===== src/rtl/vm_pkg.sv =====
// Shared vending-machine types: coin encodings and values, dispenser states, error codes.
package vm_pkg;

  typedef enum logic [1:0] {
    COIN_500  = 2'b00,
    COIN_1000 = 2'b01,
    COIN_2000 = 2'b10,
    COIN_5000 = 2'b11
  } coin_t;

  localparam int DEF_VAL_500  = 5;
  localparam int DEF_VAL_1000 = 10;
  localparam int DEF_VAL_2000 = 20;
  localparam int DEF_VAL_5000 = 50;

  typedef enum logic [2:0] {
    ST_IDLE,
    ST_PLAN,
    ST_DISPENSE,
    ST_DONE,
    ST_ERR
  } state_t;

  localparam logic [1:0] ERR_NONE     = 2'b00;
  localparam logic [1:0] ERR_UNDERPAY = 2'b01;
  localparam logic [1:0] ERR_NOCHANGE = 2'b10;

endpackage


===== src/rtl/change_dispenser_if.sv =====
// Coin output handshake between the change dispenser and the payout mechanism.
interface change_dispenser_if;
  import vm_pkg::*;

  logic  coin_valid;
  coin_t coin_type;
  logic  coin_ready;

  modport master (output coin_valid, output coin_type, input coin_ready);
  modport slave  (input coin_valid, input coin_type, output coin_ready);

endinterface


===== src/rtl/change_dispenser_coin_selector.sv =====
// Combinational pick of the largest denomination that fits the amount and is in stock.
module coin_selector
  import vm_pkg::*;
#(
  parameter int AMT_W    = 16,
  parameter int CNT_W    = 4,
  parameter int VAL_500  = DEF_VAL_500,
  parameter int VAL_1000 = DEF_VAL_1000,
  parameter int VAL_2000 = DEF_VAL_2000,
  parameter int VAL_5000 = DEF_VAL_5000
) (
  input  logic [AMT_W-1:0]          amount,
  input  logic [3:0][CNT_W-1:0]     counts,
  output logic                      found,
  output coin_t                     coin_type
);

  always_comb begin
    found     = 1'b0;
    coin_type = COIN_500;
    if (counts[COIN_5000] != '0 && amount >= AMT_W'(VAL_5000)) begin
      found     = 1'b1;
      coin_type = COIN_5000;
    end else if (counts[COIN_2000] != '0 && amount >= AMT_W'(VAL_2000)) begin
      found     = 1'b1;
      coin_type = COIN_2000;
    end else if (counts[COIN_1000] != '0 && amount >= AMT_W'(VAL_1000)) begin
      found     = 1'b1;
      coin_type = COIN_1000;
    end else if (counts[COIN_500] != '0 && amount >= AMT_W'(VAL_500)) begin
      found     = 1'b1;
      coin_type = COIN_500;
    end
  end

endmodule


===== src/rtl/change_dispenser.sv =====
// Plans a greedy exact-change payout from the cash box, then emits it one coin per handshake.
module change_dispenser
  import vm_pkg::*;
#(
  parameter int AMT_W    = 16,
  parameter int CNT_W    = 4,
  parameter int VAL_500  = DEF_VAL_500,
  parameter int VAL_1000 = DEF_VAL_1000,
  parameter int VAL_2000 = DEF_VAL_2000,
  parameter int VAL_5000 = DEF_VAL_5000
) (
  input  logic                 clock,
  input  logic                 reset,
  input  logic                 start,
  input  logic [AMT_W-1:0]     paid,
  input  logic [AMT_W-1:0]     cost,
  input  logic [CNT_W-1:0]     avail_500,
  input  logic [CNT_W-1:0]     avail_1000,
  input  logic [CNT_W-1:0]     avail_2000,
  input  logic [CNT_W-1:0]     avail_5000,
  change_dispenser_if.master   coin,
  output logic                 busy,
  output logic                 done,
  output logic                 error,
  output logic [1:0]           err_code,
  output logic [AMT_W-1:0]     change_amt,
  output logic [CNT_W-1:0]     used_500,
  output logic [CNT_W-1:0]     used_1000,
  output logic [CNT_W-1:0]     used_2000,
  output logic [CNT_W-1:0]     used_5000
);

  state_t                  state, state_nx;
  logic [AMT_W-1:0]        rem;
  logic [3:0][CNT_W-1:0]   avail, shadow, used, pend;
  logic                    plan_found, disp_found;
  coin_t                   plan_coin, disp_coin;

  assign avail = {avail_5000, avail_2000, avail_1000, avail_500};

  function automatic logic [AMT_W-1:0] coin_val(input coin_t c);
    case (c)
      COIN_5000: return AMT_W'(VAL_5000);
      COIN_2000: return AMT_W'(VAL_2000);
      COIN_1000: return AMT_W'(VAL_1000);
      default:   return AMT_W'(VAL_500);
    endcase
  endfunction

  coin_selector #(
    .AMT_W(AMT_W), .CNT_W(CNT_W),
    .VAL_500(VAL_500), .VAL_1000(VAL_1000), .VAL_2000(VAL_2000), .VAL_5000(VAL_5000)
  ) u_plan_sel (
    .amount(rem), .counts(shadow), .found(plan_found), .coin_type(plan_coin)
  );

  // All-ones amount turns the selector into "largest denomination still pending".
  coin_selector #(
    .AMT_W(AMT_W), .CNT_W(CNT_W),
    .VAL_500(VAL_500), .VAL_1000(VAL_1000), .VAL_2000(VAL_2000), .VAL_5000(VAL_5000)
  ) u_disp_sel (
    .amount('1), .counts(pend), .found(disp_found), .coin_type(disp_coin)
  );

  always_ff @(posedge clock) begin
    if (reset) state <= ST_IDLE;
    else       state <= state_nx;
  end

  always_comb begin
    state_nx = state;
    case (state)
      ST_IDLE:     if (start) state_nx = (cost > paid) ? ST_ERR : ST_PLAN;
      ST_PLAN:     if (rem == '0) state_nx = ST_DISPENSE;
                   else if (!plan_found) state_nx = ST_ERR;
      ST_DISPENSE: if (!disp_found) state_nx = ST_DONE;
      ST_DONE:     state_nx = ST_IDLE;
      ST_ERR:      state_nx = ST_IDLE;
      default:     state_nx = ST_IDLE;
    endcase
  end

  // used is the reported plan; pend is the copy consumed by the handshake.
  always_ff @(posedge clock) begin
    if (reset) begin
      rem        <= '0;
      change_amt <= '0;
      err_code   <= ERR_NONE;
      shadow     <= '0;
      used       <= '0;
      pend       <= '0;
    end else begin
      case (state)
        ST_IDLE: if (start) begin
          shadow   <= avail;
          used     <= '0;
          pend     <= '0;
          err_code <= ERR_NONE;
          if (cost > paid) begin
            err_code <= ERR_UNDERPAY;
          end else begin
            change_amt <= paid - cost;
            rem        <= paid - cost;
          end
        end
        ST_PLAN: if (rem != '0) begin
          if (plan_found) begin
            rem               <= rem - coin_val(plan_coin);
            shadow[plan_coin] <= shadow[plan_coin] - 1'b1;
            used[plan_coin]   <= used[plan_coin] + 1'b1;
            pend[plan_coin]   <= pend[plan_coin] + 1'b1;
          end else begin
            err_code <= ERR_NOCHANGE;
          end
        end
        ST_DISPENSE: if (disp_found && coin.coin_ready) begin
          pend[disp_coin] <= pend[disp_coin] - 1'b1;
        end
        default: ;
      endcase
    end
  end

  assign busy            = (state != ST_IDLE);
  assign done            = (state == ST_DONE);
  assign error           = (state == ST_ERR);
  assign coin.coin_valid = (state == ST_DISPENSE) && disp_found;
  assign coin.coin_type  = disp_coin;

  assign used_500  = used[COIN_500];
  assign used_1000 = used[COIN_1000];
  assign used_2000 = used[COIN_2000];
  assign used_5000 = used[COIN_5000];

endmodule

===== src/flat_wrapper.sv =====
// flat-port wrapper written by rule: the top's interface ports become plain ports
module change_dispenser_flat import vm_pkg::*;
#(
  parameter int AMT_W    = 16,
  parameter int CNT_W    = 4,
  parameter int VAL_500  = DEF_VAL_500,
  parameter int VAL_1000 = DEF_VAL_1000,
  parameter int VAL_2000 = DEF_VAL_2000,
  parameter int VAL_5000 = DEF_VAL_5000
)
  (clock, reset, start, paid, cost, avail_500, avail_1000, avail_2000, avail_5000, busy, done, error, err_code, change_amt, used_500, used_1000, used_2000, used_5000, coin_coin_valid, coin_coin_type, coin_coin_ready);
  change_dispenser_if coin_i ();
  input  logic clock;
  input  logic reset;
  input  logic start;
  input  logic [AMT_W-1:0] paid;
  input  logic [AMT_W-1:0] cost;
  input  logic [CNT_W-1:0] avail_500;
  input  logic [CNT_W-1:0] avail_1000;
  input  logic [CNT_W-1:0] avail_2000;
  input  logic [CNT_W-1:0] avail_5000;
  output logic busy;
  output logic done;
  output logic error;
  output logic [1:0] err_code;
  output logic [AMT_W-1:0] change_amt;
  output logic [CNT_W-1:0] used_500;
  output logic [CNT_W-1:0] used_1000;
  output logic [CNT_W-1:0] used_2000;
  output logic [CNT_W-1:0] used_5000;
  output wire logic [$bits(coin_i.coin_valid)-1:0] coin_coin_valid;
  output wire logic [$bits(coin_i.coin_type)-1:0] coin_coin_type;
  input wire logic [$bits(coin_i.coin_ready)-1:0] coin_coin_ready;
  assign coin_coin_valid = coin_i.coin_valid;
  assign coin_coin_type = coin_i.coin_type;
  assign coin_i.coin_ready = coin_coin_ready;
  change_dispenser #(.AMT_W(AMT_W), .CNT_W(CNT_W), .VAL_500(VAL_500), .VAL_1000(VAL_1000), .VAL_2000(VAL_2000), .VAL_5000(VAL_5000)) u_core (.clock(clock), .reset(reset), .start(start), .paid(paid), .cost(cost), .avail_500(avail_500), .avail_1000(avail_1000), .avail_2000(avail_2000), .avail_5000(avail_5000), .coin(coin_i), .busy(busy), .done(done), .error(error), .err_code(err_code), .change_amt(change_amt), .used_500(used_500), .used_1000(used_1000), .used_2000(used_2000), .used_5000(used_5000));
endmodule

===== config.mk =====
export PLATFORM = sky130hd
export DESIGN_NAME = change_dispenser_flat
export DESIGN_NICKNAME = d
export VERILOG_FILES = /design/src/rtl/vm_pkg.sv /design/src/rtl/change_dispenser_if.sv /design/src/rtl/change_dispenser_coin_selector.sv /design/src/rtl/change_dispenser.sv /design/src/flat_wrapper.sv
export SDC_FILE = /design/constraint.sdc
export NUM_CORES = 1
export LEC_CHECK = 0
export CORE_MARGIN = 2
export CORE_UTILIZATION = 50
export CTS_CLUSTER_DIAMETER = 30
export DETAILED_ROUTE_END_ITERATION = 8
export PLACE_DENSITY_LB_ADDON = 0.05
export SLEW_MARGIN = 30
export SYNTH_ARGS = -nofsm -noshare
export SYNTH_HDL_FRONTEND = slang
export SYNTH_SLANG_ARGS = --single-unit

===== constraint.sdc =====
create_clock -name clock -period 5.6 [get_ports clock]
set_input_delay 1.12 -clock clock [delete_from_list [all_inputs] [get_ports clock]]
set_output_delay 1.12 -clock clock [all_outputs]
set_load 0.05 [all_outputs]

==> summary.txt, run 1 <==
H-Tree Depth: 3
status: completed
Reg area: 1700 um2
Antenna Cells: 0
Final min period: 4640 ps
Die Height: 111 um
MaxCap Viol Count: 0
required time worst endpoint: 5790 ps
Worst-path clk slew: 60 ps
Post-CTS Setup Bufs: 0
routability cong.: 0.917
Fin. Hold Viols: 0
Final setup viols: 0
Multi-input gate area: 3720 um2
number of CTS-inserted buffers: 9
Layout fillers: 1058
hold_buf cts: 0
CP Cell Sequence: or4_4, or4_1, o31ai_4, o21ai_0, inv_1, ha_1, nor2b_1, o21ai_0, a21boi_0, nor3_1, o211ai_1, nor4_1, nor3_1, a21oi_1, o22ai_1
sequential-to-total area share from yosys stat: 29.7%
Post-synth EDFFs: 0
CTS max path bufs: 2
pin count of the biggest net entering global routing: 49
first-pass GRT wire length: 29.5 mm
DRT antenna net count: 0
max_slew headroom: 39.4%
top-area cell type share of the netlist area: 29.7%
Netlist cell types: 77
Row Count: 39
core footprint: 11300 um2
WS Path Type: reg2reg
clk sinks: 85
Post-Syn Area: 5730 um2
max incr delay on CP: 610 ps
fin crit share: 82.9%
Main synth FF type: dfxtp_1
Port Buf Inserts: 91
DR iter-0 viols: 416
crit path max fanout: 8
Total Routing Usage GR: 29.1%
clock latency on the worst-skew pair: 350 ps
commonest non-fill, non-tap cell in the layout: nor2_1
synth top area cells: dfxtp_1, nor2_1, ha_1
Mapped Nets: 845
share of layout cells above drive strength 1: 6.15%
achievable frequency: 215 MHz
Max Slew Vio Count: 0
most frequent cells in the layout: nor2_1, clkdlybuf4s50_1, dfxtp_1
total number of vias: 6103
initial core utilization: 50.8%
Detail Placement HPWL: 13.2 mm
CTS root buffer: clkbuf_16
Die ar.: 12300 um2
DRC viols: 0
vias in the first global route: 5939
vias per cell: 6.17
CP max stage cell: or4_1
RSZ-0062 raised after global routing: no
Die Width: 111 um
ys async rst share: 0%
nature of the critical path startpoint: flop
YS warnings: 0
Hold/Removal Path Class: reg2reg
final setup skew: 7.67 ps
post_cts resized: 0
WL final: 17.8 mm
Worst-Margin Slew: 910 ps
CTS tree: yes
nets: 922
post-synthesis register bit count: 85
Critical Path AT: 4830 ps
Mapped Cells: 765
IO Pins: 92
Avg Cell Area, Syn: 7.48 um2
area grow syn2layout: 23.0%
post-DR wirelength/cell: 18.0 um
Setup crit end kind: flop
initial antenna violation count: 0
post-route setup TNS: 0 ps
Pre-antenna DRT Iters: 5
gr ovfl total: 0
largest area contributor in the netlist: dfxtp_1
==> per-stage QoR <==
step | hold WS [ps] | utilization [%] | cell area, um2 | std cells | setup WS [ps]
2_1_floorplan | 437 | - | 5730 | 765 | 1710
3_3_place_gp | 446 | 59.8 | 6740 | 974 | 1160
3_5_place_dp | 453 | 59.8 | 6740 | 974 | 1030
4_1_cts | 467 | 62.5 | 7040 | 989 | 1000
5_1_grt | 476 | 62.5 | 7040 | 989 | 541
6_report | 467 | 62.5 | 7040 | 989 | 955
==> layer usage <==
metal  track usage, %  vias up  share of wire, %
met2             52.0      249                51
met5                0        -                 0
met3             5.90       32               6.4
li1                 -     2946                 -
met4             9.22        0               2.0
met1             35.1     2876                41
==> cell families after synthesis <==
kind of cell | count (synthesis) | synth area share (%)
compound gates | 240 | 28.4
fa+ha+maj | 28 | 6.38
buf+inv | 76 | 5.33
simple gates | 314 | 26.7
xor+xnor | 19 | 2.91
mux | 3 | 0.524
flops | 85 | 29.7
==> layout make-up <==
type,count,area share [%]
flip-flops and latches,85,24.2
repair buffers,100,13.8
clock buffers,11,3.59
inverters,42,2.31
multi-input cells,604,52.9
clock inverters,4,0.675
well taps,143,2.54
==> critical path, delay by kind of cell, from the launching register on <==
kind,cells,cell delay (ps)
AND/OR/NAND/NOR,6,2060
AO/OA/AOI/OAI,7,1710
flip-flops,1,360
buffers and inverters,1,120
adder cells (fa/ha/maj),1,220
==> cells in the mapped netlist, types with 16 or more instances <==
master,instances
nor2_1,110
dfxtp_1,85
nand2_1,70
a21oi_1,51
o21ai_0,50
inv_1,39
nor3_1,33
a22oi_1,28
clkbuf_1,26
ha_1,26
nand3_1,22
a211oi_1,21
o22ai_1,16
==> registers in the layout (all words and copies together) (netlist names) <==
signal,cells
u_core.change_amt,16
u_core.err_code,2
u_core.pend,16
u_core.rem,16
u_core.shadow,16
u_core.state,3
u_core.used_1000,4
u_core.used_2000,4
u_core.used_500,4
u_core.used_5000,4
==> worst paths after layout <==
path | cells past startpoint | from | slack [ps] | to
worst min register to register | 2 | u_core.change_amt[14] | 470 | u_core.change_amt[14]
worst max register to register | 15 | u_core.rem[8] | 960 | u_core.rem[15]
worst max-delay path | 15 | u_core.rem[8] | 960 | u_core.rem[15]
worst min-delay path | 2 | u_core.change_amt[14] | 470 | u_core.change_amt[14]
Power of run 1 is left out: the tool's default activity adds up to more than one toggle a clock period on the data nets, which glitch-free logic cannot reach.
==> run 2: changes to the inputs <==
==> constraint.sdc (replaced) <==
create_clock -name clock -period 4.48 [get_ports clock]
set_input_delay 0.896 -clock clock [delete_from_list [all_inputs] [get_ports clock]]
set_output_delay 0.896 -clock clock [all_outputs]
set_load 0.05 [all_outputs]
==> summary.txt, run 2 (synthesis gave the netlist of run 1 again) <==
Max Slew Vio Count: 0 (unchanged)
Antenna Cells: 0 (unchanged)
Reg2Reg Capture Point: u_core.rem[9] (was u_core.rem[15])
reg2reg path depth: 16 (was 15)
initial antenna violation count: 0 (unchanged)
FF-to-FF Start: u_core.rem[8] (unchanged)
DRC viols: 0 (unchanged)
R2R Setup Slk: 320 ps (was 960 ps)
IO Pins: 92 (unchanged)
CP Cell Sequence: or4_4, or4_1, o31ai_4, o21ai_1, inv_1, ha_1, nor2b_1, o21ai_0, a21boi_0, nor3_1, o211ai_1, buf_4, nor2_1, nand3_1, a21boi_0, nor3_1 (was or4_4, or4_1, o31ai_4, o21ai_0, inv_1, ha_1, nor2b_1, o21ai_0, a21boi_0, nor3_1, o211ai_1, nor4_1, nor3_1, a21oi_1, o22ai_1)
commonest non-fill, non-tap cell in the layout: nor2_1 (unchanged)
post-route setup TNS: 0 ps (unchanged)
hold_buf cts: 0 (unchanged)
CTS root buffer: clkbuf_16 (unchanged)
Critical Path AT: 4390 ps (was 4830 ps)
Crit. Startpoint: u_core.rem[8] (unchanged)
area grow syn2layout: 24.4% (was 23.0%)
CP max stage cell: or4_4 (was or4_1)
MaxCap Viol Count: 0 (unchanged)
Die Width: 111 um (unchanged)
required time worst endpoint: 4710 ps (was 5790 ps)
CTS max path bufs: 2 (unchanged)
Worst-path clk slew: 70 ps (was 60 ps)
WL final: 18.2 mm (was 17.8 mm)
fin crit share: 92.8% (was 82.9%)
routability cong.: 1.01 (was 0.917)
status: completed (unchanged)
DRT antenna net count: 0 (unchanged)
Hold/Removal Path Class: reg2reg (unchanged)
nets: 930 (was 922)
clock latency on the worst-skew pair: 360 ps (was 350 ps)
Pre-antenna DRT Iters: 7 (was 5)
Detail Placement HPWL: 13.5 mm (was 13.2 mm)
dpl ws: 224 ps (was 1030 ps)
delay-heaviest family, CP: simple AND/OR/NAND/NOR gates (unchanged)
total number of vias: 6263 (was 6103)
Total Routing Usage GR: 29.2% (was 29.1%)
Die Height: 111 um (unchanged)
Worst-Margin Slew: 904 ps (was 910 ps)
most frequent cells in the layout: nor2_1, clkdlybuf4s50_1, dfxtp_1 (unchanged)
vias per cell: 6.28 (was 6.17)
initial core utilization: 50.8% (unchanged)
Die ar.: 12300 um2 (unchanged)
share of layout cells above drive strength 1: 7.25% (was 6.15%)
first-pass GRT wire length: 29.5 mm (unchanged)
critical path capture point: u_core.rem[9] (was u_core.rem[15])
core footprint: 11300 um2 (unchanged)
RSZ-0062 raised after global routing: no (unchanged)
post-DR wirelength/cell: 18.2 um (was 18.0 um)
Final setup viols: 0 (unchanged)
pin count of the biggest net entering global routing: 48 (was 49)
Port Buf Inserts: 91 (unchanged)
achievable frequency: 241 MHz (was 215 MHz)
critical path depth: 16 (was 15)
vias in the first global route: 5940 (was 5939)
gr ovfl total: 0 (unchanged)
DR iter-0 viols: 533 (was 416)
nature of the critical path startpoint: flop (unchanged)
final setup skew: 11.8 ps (was 7.67 ps)
WS Path Type: reg2reg (unchanged)
Row Count: 39 (unchanged)
Final min period: 4160 ps (was 4640 ps)
clk sinks: 85 (unchanged)
worst hold path stage count: 2 (unchanged)
number of CTS-inserted buffers: 9 (unchanged)
max_slew headroom: 39.8% (was 39.4%)
Setup crit end kind: flop (unchanged)
crit path max fanout: 7 (was 8)
max incr delay on CP: 560 ps (was 610 ps)
worst path bufs/invs: 2 (was 1)
CTS tree: yes (unchanged)
Fin. Hold Viols: 0 (unchanged)
H-Tree Depth: 3 (unchanged)
slack of the critical path: 323 ps (was 955 ps)
[run 2: cell types whose count changed in the layout (fill, tap and decap cells not counted), sizes merged]
| cell | change |
|---|---|
| buf | +8 |
| clkbuf | -2 |
| clkinv | +1 |
| clkinvlp | -1 |
| inv | +3 |
[run 2: worst min path at each step]
stage / startpoint / slack (ps) / endpoint
after floorplan: u_core.rem[14] / 440 / u_core.rem[14]
after global placement: u_core.change_amt[14] / 440 / u_core.change_amt[14]
after detailed placement: u_core.change_amt[11] / 450 / u_core.change_amt[11]
after CTS: u_core.change_amt[11] / 460 / u_core.change_amt[11]
after global routing: u_core.change_amt[11] / 480 / u_core.change_amt[11]
final: u_core.change_amt[11] / 460 / u_core.change_amt[11]
[run 2: metal layers]
layer / wire length (um) / GRT usage, %
met3: 1160 / 4.59
met4: 612 / 13.4
met5: 0 / 0
met1: 7370 / 34.8
met2: 9050 / 51.5
[run 2: metrics by stage]
stage | hold slack [ps] | std cells | util [%] | cell area, um2
after floorplan | 437 | 765 | - | 5730
after global placement | 442 | 982 | 60.4 | 6810
after detailed placement | 450 | 982 | 60.4 | 6810
after CTS | 462 | 998 | 63.1 | 7120
after global routing | 475 | 998 | 63.2 | 7120
final | 459 | 998 | 63.2 | 7120
[run 2: layout make-up]
class	count	area [um2]
clock buffer	9	225
clock inverter	7	78.8
fill	1012	4150
inverter	42	163
multi-input combinational	604	3730
sequential	85	1700
tap	143	179
timing repair buffer	108	1050
[run 2: what timing repair did]
action                     4_1_cts  5_1_grt
setup endpoints to repair        0        5
setup buffers                    0        0
gates resized for setup          0        2
[run 2: worst min-delay path: stages (launching register included)]
cell	delay, ps
dfxtp_1	310
nand2_1	50
a21oi_1	50
Power of run 2 is left out for the same reason.
==> RTL edit 1 (config.mk and constraints of run 1) <==
Make the reset (`reset`) asynchronous in 2 clocked blocks.
--- a/src/rtl/change_dispenser.sv
+++ b/src/rtl/change_dispenser.sv
@@ -64,3 +64,3 @@
 
-  always_ff @(posedge clock) begin
+  always_ff @(posedge clock or posedge reset) begin
     if (reset) state <= ST_IDLE;
@@ -83,3 +83,3 @@
   // used is the reported plan; pend is the copy consumed by the handshake.
-  always_ff @(posedge clock) begin
+  always_ff @(posedge clock or posedge reset) begin
     if (reset) begin
Behaviour: differs if reset is asserted again (counterexample within 4 cycles, from zero or initial values and one cycle with reset high); with reset held inactive, the same outputs for 4 cycles.
==> RTL edit 1 against run 1 <==
- the run now ends with DRC left
- routed wire length decreased by 4.5%
- worst setup slack improved by 0.29 ns
- utilization increased by 1.0 points
- final area increased by 3.8%
- sequential cell count unchanged
- final cell count decreased by 7.1%
- area after synthesis increased by 4.2%
- clock skew decreased by 0.00076 ns
- first-iteration DRC count increased by 1.4%
- critical path type unchanged
- highest routed layer unchanged
==> RTL edit 1: results (changes against run 1) <==
Drt
  – Vias per cell: 6.17 (about the same)
  – Met3 wire length: 739 um (-35%)
  – DR pass1 iterations: 7 (+2)
  – DRC viols: 3 (+3)
  – Wire per inst: 18.5 um (+2.7%)
  – WL met1: 7.29 mm (about the same)
  – Met2 WL post-DR: 8.58 mm (-5.0%)

Place
  – Gpl congestion: 0.934 (+1.9%)
  – DPL Wire Length: 12.8 mm (-3.3%)
  – Placed Instances: 903 (-7.3%)

Setup path
  – Slowest CP cell: nor4_4
  – Flop2flop setup slack: 1.24 ns (+0.29 ns)
  – Reg2reg end: u_core.rem[14]
  – Worst path max stage delay: 0.68 ns (+0.07 ns)
  – Reg2reg start: u_core.rem[8]
  – Crit-path max FO: 15 (+7)
  – Crit path DAT: 4.64 ns (-0.19 ns)
  – FF-to-FF path depth: 13 (-2)

Yosys
  – Sequential-to-total area share from yosys stat: 0.356 (+0.0593)
  – Top post-synthesis cells by count: dfrtp_1 (85), nor2_1 (75), nand2_1 (68), o21ai_0 (62), a21oi_1 (44)
  – Synth Area in Compound Gates: 0.258 (-0.0266)
  – Largest cells by area after synthesis: dfrtp_1 (36%), ha_1 (5.5%), o21ai_0 (5.2%), nor2_1 (4.7%), nand2_1 (4.3%)
  – Total nets after synthesis: 765 (-9.5%)
  – Post-synth ARST share: 1.00 (+1.00)
  – Main synth FF type: dfrtp_1
  – Post-synthesis adder-cell area fraction: 0.0612 (-0.00258)
  – Post-synthesis mux area share: 0.0361 (+0.0308)
  – Post-synthesis cell count: 685 (-10%)
  – Cell variety after synth: 84 (+9.1%)
  – Synth Area in XOR/XNOR: 0.0279 (-0.00118)

Global route
  – Total Routing Usage GR: 0.273 (-0.0183)
  – Largest net degree at the start of global routing: 59 (+20%)
  – First-pass GRT wire length: 28.1 mm (-4.8%)
  – Number of global-route vias before repair: 5707 (-3.9%)

Layout
  – Finished Layout Cells: 919 (-7.1%)
  – Share of cells above drive strength 1: 0.0863 (+0.0249)
  – Ant. Diodes: 0 (unchanged)

Hold path
  – Hold Crit Start: u_core.err_code[1]
  – Worst hold endpoint: u_core.err_code[1]

Status
  – Run status: finished, violations left
  – Failing checks: DRC

Timing
  – Layout Skew: 0.00690 ns (-0.000765 ns)
  – Worst Max-Slew Pin Slew: 0.915 ns (+0.00510 ns)

Clocking
  – Worst-Skew Late Latency: 0.35 ns (about the same)
-- RTL edit 1: final cells by class --
class	instances	area [um2]
Sequential cell	85	2130
Fill cell	966	4210
Inverter	37	159
Multi-Input combinational cell	543	3590
Clock buffer	9	225
Tap cell	143	179
Clock inverter	7	90.1
Timing Repair Buffer	95	941
-- RTL edit 1: power by group through the flow --
stage	Clock, W	Combinational, W	Sequential (W)
2_1_floorplan	0	0.00167	0.00134
3_3_place_gp	0	0.00259	0.00112
3_5_place_dp	0	0.00261	0.00112
4_1_cts	0.000651	0.00262	0.00111
5_1_grt	0.000677	0.00288	0.00115
6_report	0.000643	0.00264	0.00112
-- RTL edit 1: metal layers --
layer,vias to the layer above,track usage
met2,192,0.475
met1,2735,0.338
met3,34,0.0380
li1,2708,-
met5,-,0
met4,0,0.116
-- RTL edit 1: cells by family (layout without fill, tap and decap cells) --
group,Yosys count,in the layout
and+or+nand+nor,252,252
muxes,20,20
AOI/OAI and AO/OA,224,224
xor gates and xnor gates,19,19
buffers and inverters,57,148
adders and majority gates,28,28
DFF,85,85
-- RTL edit 1: worst min-delay path: stages, from the launching register on --
cell and delay [ns]:
dfrtp_1 0.35, a21oi_1 0.04, nor2_1 0.08
-- RTL edit 1: worst max path at each step --
stage / cells past startpoint / endpoint / from / slack, ns
floorplan: 16 / u_core.rem[14] / u_core.rem[11] / 1.95
global placement: 12 / u_core.rem[8] / paid[0] / 1.45
detailed placement: 13 / u_core.rem[14] / u_core.rem[8] / 1.33
CTS: 13 / u_core.rem[14] / u_core.rem[8] / 1.30
global route: 13 / u_core.rem[14] / u_core.rem[8] / 0.64
finish: 13 / u_core.rem[14] / u_core.rem[8] / 1.24
-- RTL edit 1: through the flow --
step / instance area, um2 / hold slack [ns] / total power (W) / worst slack, ns
floorplan: 5970 / 0.472 / 0.00301 / 1.95
global placement: 6980 / 0.492 / 0.00371 / 1.45
detailed placement: 6990 / 0.496 / 0.00373 / 1.33
CTS: 7300 / 0.514 / 0.00438 / 1.30
global route: 7310 / 0.536 / 0.00470 / 0.643
finish: 7310 / 0.509 / 0.00440 / 1.24
==> RTL edit 2 (config.mk and constraints of run 1) <==
Made on the original files. `CNT_W` is set to 4 in 3 places; all go to 6.
--- a/src/rtl/change_dispenser_coin_selector.sv
+++ b/src/rtl/change_dispenser_coin_selector.sv
@@ -5,3 +5,3 @@
   parameter int AMT_W    = 16,
-  parameter int CNT_W    = 4,
+  parameter int CNT_W    = 6,
   parameter int VAL_500  = DEF_VAL_500,
--- a/src/rtl/change_dispenser.sv
+++ b/src/rtl/change_dispenser.sv
@@ -5,3 +5,3 @@
   parameter int AMT_W    = 16,
-  parameter int CNT_W    = 4,
+  parameter int CNT_W    = 6,
   parameter int VAL_500  = DEF_VAL_500,
--- a/src/flat_wrapper.sv
+++ b/src/flat_wrapper.sv
@@ -4,3 +4,3 @@
   parameter int AMT_W    = 16,
-  parameter int CNT_W    = 4,
+  parameter int CNT_W    = 6,
   parameter int VAL_500  = DEF_VAL_500,
Ports: changed (8 resized); port bits go from 92 to 108. The function was not compared with the original's and may differ.
==> RTL edit 2 against run 1 <==
- worst setup slack better by 0.13 ns
- synthesized cell count rose by 25%
- non-clock buffer count grew 19
- sequential cell count rose by 24
- area after synthesis up 30%
- sequential share of layout area grew 0.38 points
- fmax grew 3.0%
- routed wire length up 32%
- final area grew 26%
==> RTL edit 2: results (changes against run 1) <==
Drt
  – Initial DRC count: 908 (+120%)
  – DR pass1 iterations: 6 (+1)
  – Vias per cell: 6.37 (+3.2%)
  – WL final: 23.6 mm (+32%)

Hold path
  – Hold Crit Class: reg2reg

Global route
  – Largest net degree at the start of global routing: 66 (+35%)
  – Antenna violations before repair: 0 (unchanged)
  – Total Routing Usage GR: 0.300 (+0.00888)
  – Number of global-route vias before repair: 7319 (+23%)
  – First-pass GRT wire length: 38.6 mm (+31%)

Place
  – Gpl congestion: 0.967 (+5.4%)
  – DPL Wire Length: 16.9 mm (+28%)
  – Pre-CTS setup slack: 0.701 ns (-0.332 ns)
  – Port bufs: 107 (+18%)

Clocking
  – Number of CTS-inserted buffers: 9 (unchanged)
  – Number of setup buffers added after CTS: 0 (unchanged)
  – Clock-pin slew on the worst setup and hold paths: 0.08 ns (+0.02 ns)
  – Post-cts gate resize count: 0 (unchanged)
  – Worst-Skew Late Latency: 0.37 ns (+0.02 ns)
  – Longest Clk Path Bufs: 2 (unchanged)
  – Clk root buf: clkbuf_16
  – Number of H-tree levels: 3 (unchanged)

Layout
  – Nets: 1123 (+22%)
  – Share of cells above drive strength 1: 0.0904 (+0.0289)
  – Finished Layout Cells: 1224 (+24%)
  – Largest registers: u_core.pend: 24 flops, u_core.shadow: 24 flops
  – Ant. Diodes: 0 (unchanged)
  – Fill cells: 1409 (+33%)

Yosys
  – Cell variety after synth: 90 (+17%)
  – Main synth FF type: dfxtp_1
  – Top post-synthesis cells by count: nor2_1 (136), dfxtp_1 (109), nand2_1 (103), a21oi_1 (60), nor3_1 (38)
  – Syn avg cell area: 7.76 um2 (+3.7%)
  – Sequential-to-total area share from yosys stat: 0.294 (-0.00335)
  – YS warnings: 0 (unchanged)
  – Largest cells by area after synthesis: dfxtp_1 (29%), nor2_1 (6.9%), nand2_1 (5.2%), ha_1 (4.4%), a21oi_1 (4.0%)
  – Post-synth ARST share: 0 (unchanged)
  – Total nets after synthesis: 1045 (+24%)

Setup path
  – Crit-path max FO: 19 (+11)
  – Crit path DAT: 4.78 ns (-0.05 ns)

Status
  – Run status: finished, final reports clean

Timing
  – Slew HR: 0.404 (+0.00987)
  – Layout Skew: 0.0116 ns (+0.00396 ns)

Power and ir drop
  – Leak: 3.27 nW
  – Sw power: 0.00211 W
  – VDD IR max: 0.236 mV
RTL edit 2: path summary, 6_finish.rpt:
kind / startpoint / end / slack, ns / depth (start not counted)
min: u_core.change_amt[8] / u_core.change_amt[8] / 0.46 / 2
max reg2reg: u_core.rem[11] / u_core.rem[12] / 1.28 / 17
max: paid[0] / u_core.change_amt[14] / 1.09 / 13
min reg2reg: u_core.change_amt[8] / u_core.change_amt[8] / 0.46 / 2
RTL edit 2: worst max-delay path, stage by stage:
cell and delay [ns]:
clkdlybuf4s50_1 0.45, inv_1 0.04, ha_1 0.22, fa_1 0.41, nor2b_1 0.12, o21ai_0 0.13, a21boi_0 0.43, o21ai_0 0.30
a21oi_1 0.19, a211o_1 0.32, and2_1 0.66, nor2_1 0.09, a211oi_1 0.28
RTL edit 2: final cells by class:
class / instances / area, um2 / area share
clock inverter: 7 / 101 / 0.0114
multi-input combinational: 755 / 4830 / 0.544
inverter: 41 / 159 / 0.0179
sequential: 109 / 2180 / 0.246
tap: 184 / 230 / 0.0259
clock buffer: 9 / 225 / 0.0253
timing repair buffer: 119 / 1160 / 0.130
RTL edit 2: through the flow:
| step | hold WS [ns] | instance area [um2] | total power [W] | util |
|---|---|---|---|---|
| 5_1_grt | 0.490 | 8890 | 0.00447 | 0.611 |
| 4_1_cts | 0.466 | 8890 | 0.00417 | 0.611 |
| 2_1_floorplan | 0.455 | 7430 | 0.00287 | - |
| 3_5_place_dp | 0.454 | 8560 | 0.00346 | 0.589 |
| 3_3_place_gp | 0.446 | 8560 | 0.00344 | 0.589 |
| 6_report | 0.458 | 8890 | 0.00421 | 0.611 |
RTL edit 2: kinds of logic (layout without fill, tap and decap cells):
kind of cell | count (synthesis) | count (layout) | share of synthesized area
buffers and inverters | 93 | 176 | 0.0566
adders and majority gates | 28 | 28 | 0.0492
AOI/OAI and AO/OA | 302 | 302 | 0.301
and+or+nand+nor | 390 | 390 | 0.254
muxes | 6 | 6 | 0.00809
xor gates and xnor gates | 29 | 29 | 0.0372
DFF | 109 | 109 | 0.294
RTL edit 2: routing by layer:
layer,part of all wire,up-vias,global-route usage
met2,0.44,356,0.451
li1,-,3692,-
met1,0.45,3700,0.430
met5,0,-,0
met4,0.024,0,0.104
met3,0.090,46,0.0590
RTL edit 2: power by group through the flow:
stage,Sequential [W],Clock (W),Combinational (W)
after detailed placement,0.000991,0,0.00246
final,0.000978,0.000707,0.00252
after CTS,0.000974,0.000714,0.00248
after global placement,0.000991,0,0.00245
after global routing,0.000990,0.000746,0.00273
after floorplan,0.00103,0,0.00184
